<file path="src/rtl/hw2_pipe_mac_if.sv">
// Operand/result bus of the pipelined multiply-add unit.
// The source side drives operands and takes results; the unit sees the slave view.
interface hw2_pipe_mac_if #(
    parameter int W = 8,
    parameter int G = 4
);
    localparam int OW = 2 * W + G;

    // operand beat
    logic          in_valid;
    logic          in_ready;
    logic [W-1:0]  a;
    logic [W-1:0]  b;
    logic [W-1:0]  c;
    logic [1:0]    mode;
    logic          acc_clr;

    // result beat
    logic          out_valid;
    logic          out_ready;
    logic [OW-1:0] d;
    logic          sat;

    // operand source and result sink
    modport master (
        output in_valid, a, b, c, mode, acc_clr, out_ready,
        input  in_ready, out_valid, d, sat
    );

    // the multiply-add unit itself
    modport slave (
        input  in_valid, a, b, c, mode, acc_clr, out_ready,
        output in_ready, out_valid, d, sat
    );
endinterface

</file>
<file path="src/rtl/hw2_pipe_mac.sv">
// Three-stage pipelined multiply-add unit with a saturating accumulator.
//   S1 registers the operand beat, S2 holds the product, S3 holds the result.
//   One global enable stalls the whole pipe when the result is not taken.
module hw2_pipe_mac #(
    parameter int W = 8,
    parameter int G = 4
) (
    input logic          clk,
    input logic          reset,
    hw2_pipe_mac_if.slave bus
);
    localparam int OW = 2 * W + G;   // result / accumulator width
    localparam int PW = 2 * W + 1;   // widest product: (a+b)*c
    localparam int TW = OW + 1;      // accumulate sum with overflow bit

    typedef enum logic [1:0] {
        MODE_MAC         = 2'b00,    // a*b + c
        MODE_SUM_MUL     = 2'b01,    // (a+b)*c
        MODE_ACC_MUL     = 2'b10,    // acc + a*b
        MODE_ACC_SUM_MUL = 2'b11     // acc + (a+b)*c
    } mode_e;

    // ---------------------------------------------------------------
    // Pipeline state
    // ---------------------------------------------------------------
    logic          v1;
    logic [W-1:0]  a1;
    logic [W-1:0]  b1;
    logic [W-1:0]  c1;
    mode_e         mode1;
    logic          clr1;

    logic          v2;
    logic [PW-1:0] p2;
    logic [W-1:0]  c2;
    mode_e         mode2;
    logic          clr2;

    logic          out_valid_q;
    logic [OW-1:0] d_q;
    logic [OW-1:0] acc_q;
    logic          sat_q;

    // ---------------------------------------------------------------
    // Combinational nets
    // ---------------------------------------------------------------
    logic          en;
    logic [W:0]    sum1;
    logic [PW-1:0] prod1;
    logic [TW-1:0] acc_base;
    logic [TW-1:0] acc_sum;
    logic [OW-1:0] res3;
    logic [OW-1:0] acc_nxt;
    logic          sat_nxt;

    // A stage may advance whenever the output slot is free or being drained;
    // a single enable keeps all stages in lockstep so bubbles move too.
    assign en = !out_valid_q || bus.out_ready;

    assign bus.in_ready  = en;
    assign bus.out_valid = out_valid_q;
    assign bus.d         = d_q;
    assign bus.sat       = sat_q;

    // S1: capture the operand beat when it is accepted
    // NOTE: sequential state uses non-blocking assignments so every register
    // samples values from before the edge, independent of block ordering.
    // NOTE: datapath registers are reset as well because d must read 0 in reset.
    always_ff @(posedge clk or negedge reset) begin
        if (!reset) begin
            v1    <= 1'b0;
            a1    <= '0;
            b1    <= '0;
            c1    <= '0;
            mode1 <= MODE_MAC;
            clr1  <= 1'b0;
        end else if (en) begin
            v1 <= bus.in_valid;
            if (bus.in_valid) begin
                a1    <= bus.a;
                b1    <= bus.b;
                c1    <= bus.c;
                mode1 <= mode_e'(bus.mode);
                clr1  <= bus.acc_clr;
            end
        end
    end

    // S1 -> S2 arithmetic: either a*b or (a+b)*c, picked by the low mode bit
    // NOTE: every net written here gets a default first, so no path can leave a
    // value unassigned and infer a latch.
    always_comb begin
        sum1  = '0;
        prod1 = '0;
        sum1  = {1'b0, a1} + {1'b0, b1};
        if (mode1 == MODE_SUM_MUL || mode1 == MODE_ACC_SUM_MUL) begin
            prod1 = PW'(sum1) * PW'(c1);
        end else begin
            prod1 = PW'(a1) * PW'(b1);
        end
    end

    // S2: hold the product and forward c, mode and clear for the result stage
    always_ff @(posedge clk or negedge reset) begin
        if (!reset) begin
            v2    <= 1'b0;
            p2    <= '0;
            c2    <= '0;
            mode2 <= MODE_MAC;
            clr2  <= 1'b0;
        end else if (en) begin
            v2 <= v1;
            if (v1) begin
                p2    <= prod1;
                c2    <= c1;
                mode2 <= mode1;
                clr2  <= clr1;
            end
        end
    end

    // S2 -> S3 result forming; the accumulate sum carries one extra bit so an
    // overflow past 2^OW-1 is seen and clamped instead of wrapping
    always_comb begin
        res3     = d_q;
        acc_nxt  = acc_q;
        sat_nxt  = sat_q;
        acc_base = clr2 ? '0 : {1'b0, acc_q};
        acc_sum  = acc_base + TW'(p2);
        unique case (mode2)
            MODE_MAC: begin
                res3 = OW'(p2) + OW'(c2);
            end
            MODE_SUM_MUL: begin
                res3 = OW'(p2);
            end
            MODE_ACC_MUL, MODE_ACC_SUM_MUL: begin
                if (acc_sum[OW]) begin
                    res3 = '1;
                end else begin
                    res3 = acc_sum[OW-1:0];
                end
                acc_nxt = res3;
                // a clearing beat restarts the flag so it reflects that beat alone
                sat_nxt = (clr2 ? 1'b0 : sat_q) | acc_sum[OW];
            end
        endcase
    end

    // S3: output register plus accumulator and sticky saturation flag;
    // acc and sat only move together with a valid beat entering S3
    always_ff @(posedge clk or negedge reset) begin
        if (!reset) begin
            out_valid_q <= 1'b0;
            d_q         <= '0;
            acc_q       <= '0;
            sat_q       <= 1'b0;
        end else if (en) begin
            out_valid_q <= v2;
            if (v2) begin
                d_q   <= res3;
                acc_q <= acc_nxt;
                sat_q <= sat_nxt;
            end
        end
    end

endmodule

</file>
<file path="src/flat_wrapper.sv">
// flat-port wrapper written by rule: the top's interface ports become plain ports
module hw2_pipe_mac_flat 
#(
    parameter int W = 8,
    parameter int G = 4
)
  (clk, reset, bus_in_valid, bus_a, bus_b, bus_c, bus_mode, bus_acc_clr, bus_out_ready, bus_in_ready, bus_out_valid, bus_d, bus_sat);
  hw2_pipe_mac_if #(.W(W), .G(G)) bus_i ();
  input logic clk;
  input logic reset;
  input wire logic [$bits(bus_i.in_valid)-1:0] bus_in_valid;
  input wire logic [$bits(bus_i.a)-1:0] bus_a;
  input wire logic [$bits(bus_i.b)-1:0] bus_b;
  input wire logic [$bits(bus_i.c)-1:0] bus_c;
  input wire logic [$bits(bus_i.mode)-1:0] bus_mode;
  input wire logic [$bits(bus_i.acc_clr)-1:0] bus_acc_clr;
  input wire logic [$bits(bus_i.out_ready)-1:0] bus_out_ready;
  output wire logic [$bits(bus_i.in_ready)-1:0] bus_in_ready;
  output wire logic [$bits(bus_i.out_valid)-1:0] bus_out_valid;
  output wire logic [$bits(bus_i.d)-1:0] bus_d;
  output wire logic [$bits(bus_i.sat)-1:0] bus_sat;
  assign bus_i.in_valid = bus_in_valid;
  assign bus_i.a = bus_a;
  assign bus_i.b = bus_b;
  assign bus_i.c = bus_c;
  assign bus_i.mode = bus_mode;
  assign bus_i.acc_clr = bus_acc_clr;
  assign bus_i.out_ready = bus_out_ready;
  assign bus_in_ready = bus_i.in_ready;
  assign bus_out_valid = bus_i.out_valid;
  assign bus_d = bus_i.d;
  assign bus_sat = bus_i.sat;
  hw2_pipe_mac #(.W(W), .G(G)) u_core (.clk(clk), .reset(reset), .bus(bus_i));
endmodule
</file>
<file path="config.mk">
export PLATFORM = sky130hd
export DESIGN_NAME = hw2_pipe_mac_flat
export DESIGN_NICKNAME = d
export VERILOG_FILES = /design/src/rtl/hw2_pipe_mac_if.sv /design/src/rtl/hw2_pipe_mac.sv /design/src/flat_wrapper.sv
export SDC_FILE = /design/constraint.sdc
export NUM_CORES = 1
export LEC_CHECK = 0
export CAP_MARGIN = 20
export CORE_MARGIN = 4
export CORE_UTILIZATION = 35
export CTS_BUF_LIST = sky130_fd_sc_hd__clkbuf_4 sky130_fd_sc_hd__clkbuf_8
export CTS_CLUSTER_DIAMETER = 40
export DETAILED_ROUTE_END_ITERATION = 8
export GPL_TIMING_DRIVEN = 0
export HOLD_SLACK_MARGIN = 0.03
export PLACE_DENSITY = 0.57
export SETUP_SLACK_MARGIN = 0.02
export SLEW_MARGIN = 20
export SYNTH_ARGS = -nofsm -noshare
export SYNTH_HDL_FRONTEND = slang
export SYNTH_SLANG_ARGS = --single-unit
</file>
<file path="constraint.sdc">
create_clock -name clk -period 6.61 [get_ports clk]
set_clock_uncertainty 0.05 [all_clocks]
set_input_delay 0.9915 -clock clk [delete_from_list [all_inputs] [get_ports clk]]
set_output_delay 0.9915 -clock clk [all_outputs]
set_load 0.01 [all_outputs]
</file>
---- Word-level counts from Yosys, hierarchy flattened ----
Index checks and enable logic that the tools add are counted.
storage, ports and cells
  output and inout port bits .............. 23
  flip-flop bits (word level) ............. 99
  bits of input ports ..................... 31
  logic and storage cells ................. 40
cells by class
  muxes and demuxes ....................... 5
  bitwise logic cells ..................... 1
  equal/unequal tests ..................... 5
  $add $sub $neg .......................... 3
  reductions and logical operators ........ 9
  multiply operators ...................... 2
operator list
  operator            number
  $pmux 20 s3         1
  $mux 20             2
  $add 21x17->21      1
  $add 17x8->18       1
  $mul 9x8->17        1
  $mux 17             1
  $mul 8x8->16        1
  $add 8x8->9         1
  $eq 2x2->1 const B  3
  $reduce_and 2->1    3
  $eq 2x1->1 const B  2
  $reduce_and 3->1    1
  $logic_not 2->1     1
  $logic_or 1x1->1    2
  $reduce_or 2->1     1
  $logic_not 1->1     1
  $mux 1              1
  $or 1x1->1          1

---- Logic depth before layout (Yosys ltp) ----
Gate-level depths: netlist of run 1.
  word-level depth ........................ 4
  depth in mapped cells ................... 26
  mapped depth without buffers ............ 26

---- Worst setup path after synthesis of run 1 ----
OpenSTA, ideal clock, no wires.
  kind .................................... flip-flop to flip-flop
  start point ............................. register u_core.b1[0]
  end point ............................... register u_core.p2[14]
  path slack .............................. 0.738 ns
  setup time .............................. 0.124 ns
  data required time ...................... 6.436 ns
  stages on the path, launching flop included .. 26
  period minus slack after synthesis ...... 5.872 ns
  arrival ................................. 5.698 ns
  buffers on the path ..................... 0
  path through ............................ dfrtp_1 -> ha_1 -> inv_1 -> fa_1 -> inv_1 -> a21oi_1 -> o21ai_0 -> a21oi_1 -> o21ai_0 -> xor2_1 -> and2_1 -> fa_1 -> fa_1 -> fa_1 -> inv_1 -> fa_1 -> inv_1 -> ha_1 -> o21a_1 -> o21ai_0 -> o31ai_1 -> o21ai_0 -> o2bb2ai_1 -> xor2_1 -> nor2_1 -> a211o_1
between the ends
  longest elaborated chain between the ends .. 3
  elaborated cells between the ends (all ways) .. 4
  classes of those cells .................. add/sub (1); mul (2); mux (1)
RTL lines
  item                    line                 RTL
  start, declared         hw2_pipe_mac.sv:28   logic [W-1:0] b1;
  start signal, assigned  hw2_pipe_mac.sv:81   b1 <= bus.b;
  $add 8x8->9             hw2_pipe_mac.sv:95   sum1 = {1'b0, a1} + {1'b0, b1};
  $mul 9x8->17            hw2_pipe_mac.sv:97   prod1 = PW'(sum1) * PW'(c1);
  $mux 17 *               hw2_pipe_mac.sv:96   if (mode1 == MODE_SUM_MUL || mode1 == MODE_ACC_SUM_MUL) begin
  end signal, assigned    hw2_pipe_mac.sv:114  p2 <= prod1;
  end, declared           hw2_pipe_mac.sv:34   logic [PW-1:0] p2;
Mark *: on every way between the ends. The rest lies on a longest branch, timed or not.
A chain may end at the register's enable or synchronous reset.

---- Worst setup path after layout of run 1 ----
  start point ............................. register u_core.b1[1]
  end point ............................... register u_core.p2[16]
between the ends
  longest elaborated chain between the ends .. 3
RTL lines
  item          line
  $add 8x8->9   hw2_pipe_mac.sv:95
  $mul 9x8->17  hw2_pipe_mac.sv:97
  $mux 17       hw2_pipe_mac.sv:96
Every way passes these cells.

==> run summary, run 1 <==
Worst Tran Pin Value - 973 ps
Seq cells post-synth - 99
Final WS setup - 493 ps
vias in the first global route - 8082
post-DP HPWL - 20200 um
Max FO, Critical Path - 10
final net count - 1387
synthesis-to-layout area growth - 13.0%
status - completed
CTS tree - done
Slew Limit Fails - 0
initial DRC count - 431
cells after synthesis - 1098
Routed WL - 25600 um
# rows - 62
drt first pass iters - 5
Syn. warnings - 0
Num CTS Buffers - 9
RSZ-0062 raised after global routing - false
CTS Root Cell - clkbuf_8
Clock Tree Buf Depth - 2
Fill cells - 2949
CTS H-Tree Depth - 3
pin count of the biggest net entering global routing - 55
Routed wire per std cell - 16.4 um
kind of critical path - flop to flop
# port buffers - 53
dpl ws - -240 ps
initial antenna violation count - 0
Starting Density - 35.4%
count leader, synth - nand2_1
via-per-instance ratio - 5.00
die span in x - 178 um
max-cap viol count - 0
mapped cell area - 10200 um2
syn_nets - 1316
highest clock rate - 0.163 GHz
Skew-Pair Late Insertion Delay - 410 ps
share of layout cells above drive strength 1 - 8.43%
post-synthesis cell type count - 65
most instantiated cells after synthesis - nand2_1, inv_1, ha_1, dfrtp_1, fa_1
Total GRT Usage - 17.0%
area leader, netlist - dfrtp_1
Final ANT Viol Nets - 0
first-pass GRT wire length - 43200 um
syn avg cell area - 9.26 um2
clk sink count - 99
Final Cycle Share - 92.5%
leading post-synthesis cells by cell area - dfrtp_1, fa_1, ha_1
Slew headroom - 34.7%
final setup fails - 0
WP data required - 6840 ps
via count - 7792
Placer Congestion - 0.837
CP Capture Type - flop
Period minus WS final - 6120 ps
Clock transition at path regs - 110 ps
Die H - 178 um
Worst Path Arrival - 6350 ps
Hold Vio Cnt, Final - 0
Synth async-reset ratio - 100%
cts hold-fix bufs - 0
post-route DRC violation count - 0
number of synthesized flops with an enable pin - 0
num ports - 54
core area - 28700 um2
die footprint - 31800 um2
n_diodes - 0
GRT Residual Overflow - 0
register area share after synthesis - 24.4%
top cell type's share of synthesized area - 24.4%
Post-synth top flop - dfrtp_1
worst min-delay path class - flop to flop
CP Launch Type - flop
==> flip-flops by register name, summed over array words and instances (netlist names), 2 cells and up <==
register      count
u_core.acc_q     20
u_core.mode2      2
u_core.b1         8
u_core.bus.d     20
u_core.c2         8
u_core.mode1      2
u_core.p2        17
u_core.a1         8
u_core.c1         8
==> layout by cell type, fill, tap and decap left out, types with 8 or more instances in the layout <==
cell type | synthesis | layout
a211oi_1 | 9 | 9
a21o_1 | 23 | 22
a21oi_1 | 47 | 46
a21oi_2 | 7 | 8
a31oi_1 | 8 | 8
and2_1 | 79 | 79
clkbuf_1 | 30 | 30
clkbuf_8 | 0 | 9
clkdlybuf4s50_1 | 0 | 52
dfrtp_1 | 99 | 95
fa_1 | 81 | 81
ha_1 | 106 | 106
inv_1 | 117 | 117
mux2_2 | 33 | 33
mux2i_1 | 10 | 10
nand2_1 | 130 | 130
nand2b_1 | 15 | 15
nand3_1 | 12 | 12
nor2_1 | 49 | 49
nor2b_1 | 31 | 31
nor3_1 | 9 | 9
o21a_1 | 13 | 13
o21ai_0 | 55 | 51
xnor2_1 | 28 | 26
xor2_1 | 21 | 19
==> through the flow <==
stage	area [um2]	hold WS [ps]	setup TNS (ps)	utilization (%)	std cells
floorplan	10200	381	0	-	1098
global placement	11200	397	-559	38.9	1535
detailed placement	11200	410	-532	39.0	1536
CTS	11400	437	0	39.8	1554
global route	11500	458	0	40.0	1558
finish	11500	432	0	40.0	1558
==> worst max-delay path: stages, from the launching register on <==
cell and delay, ps:
dfrtp_2 500, ha_1 310, a21o_1 170, a21oi_1 220, o21ai_1 120, a21oi_2 210
o21ai_0 130, a21oi_1 230, xnor2_2 170, and2_1 200, fa_1 530, fa_1 440
fa_1 550, inv_1 60, fa_1 530, inv_1 40, ha_1 360, a21o_1 200
nand2_1 60, o31ai_1 80, o21ai_1 180, o2bb2ai_1 170, o21ai_0 140, xnor2_1 240
o21ai_0 100
==> cells by family after synthesis <==
group | share of synthesized area (%)
xor gates and xnor gates | 4.22
adders and majority gates | 29.0
DFF | 24.4
buffers and inverters | 5.93
AOI/OAI and AO/OA | 14.3
and+or+nand+nor | 17.5
muxes | 4.64
==> layer usage <==
metal | track usage, % | part of all wire (%) | vias up
met3 | 2.44 | 2.9 | 13
met5 | 0 | 0 | -
met2 | 29.0 | 49 | 112
met4 | 2.75 | 0.93 | 0
li1 | - | - | 3809
met1 | 23.4 | 48 | 3858
==> area by class of cell <==
class                           count  area (um2)  share of cell area [%]
Buffer                             38         164                    1.43
Multi-Input combinational cell    844        7130                    62.0
Sequential cell                    99        2480                    21.6
Tap cell                          384         480                    4.18
Clock buffer                        9         124                    1.08
Clock inverter                      7        70.1                   0.610
Timing Repair Buffer               60         604                    5.26
Inverter                          117         439                    3.82
==> final timing paths <==
| kind | start | to | slack [ps] | cells past startpoint |
|---|---|---|---|---|
| worst max register to register | u_core.b1[1]$_DFFE_PN0P_ | u_core.p2[16]$_DFFE_PN0P_ | 490 | 24 |
| worst max-delay path | u_core.b1[1]$_DFFE_PN0P_ | u_core.p2[16]$_DFFE_PN0P_ | 490 | 24 |
| min in group asynchronous | reset | u_core.acc_q[14]$_DFFE_PN0P_ | 460 | 1 |
| max in group asynchronous | reset | u_core.c2[5]$_DFFE_PN0P_ | 5410 | 2 |
| worst min-delay path | u_core.clr1$_DFFE_PN0P_ | u_core.clr2$_DFFE_PN0P_ | 430 | 2 |
| worst min register to register | u_core.clr1$_DFFE_PN0P_ | u_core.clr2$_DFFE_PN0P_ | 430 | 2 |
==> repair_timing <==
| action | in CTS | in global routing |
|---|---|---|
| endpoints found under the hold margin | 0 | 0 |
| pin swaps | 1 | 2 |
| setup endpoints to repair | 5 | 5 |
| buffers inserted | 2 | 4 |
| gates resized for setup | 4 | 12 |
Power of run 1 is not shown: default switching activity piles up to over one toggle a cycle in this logic, so the estimate is an artifact.
==> inputs of run 2 (changes only) <==
- HOLD_SLACK_MARGIN: 0.03 -> unset
==> results of run 2 <==
No change in the layout: final DEF, timing and power equal those of run 1.
Power of run 2 is left out for the same reason.
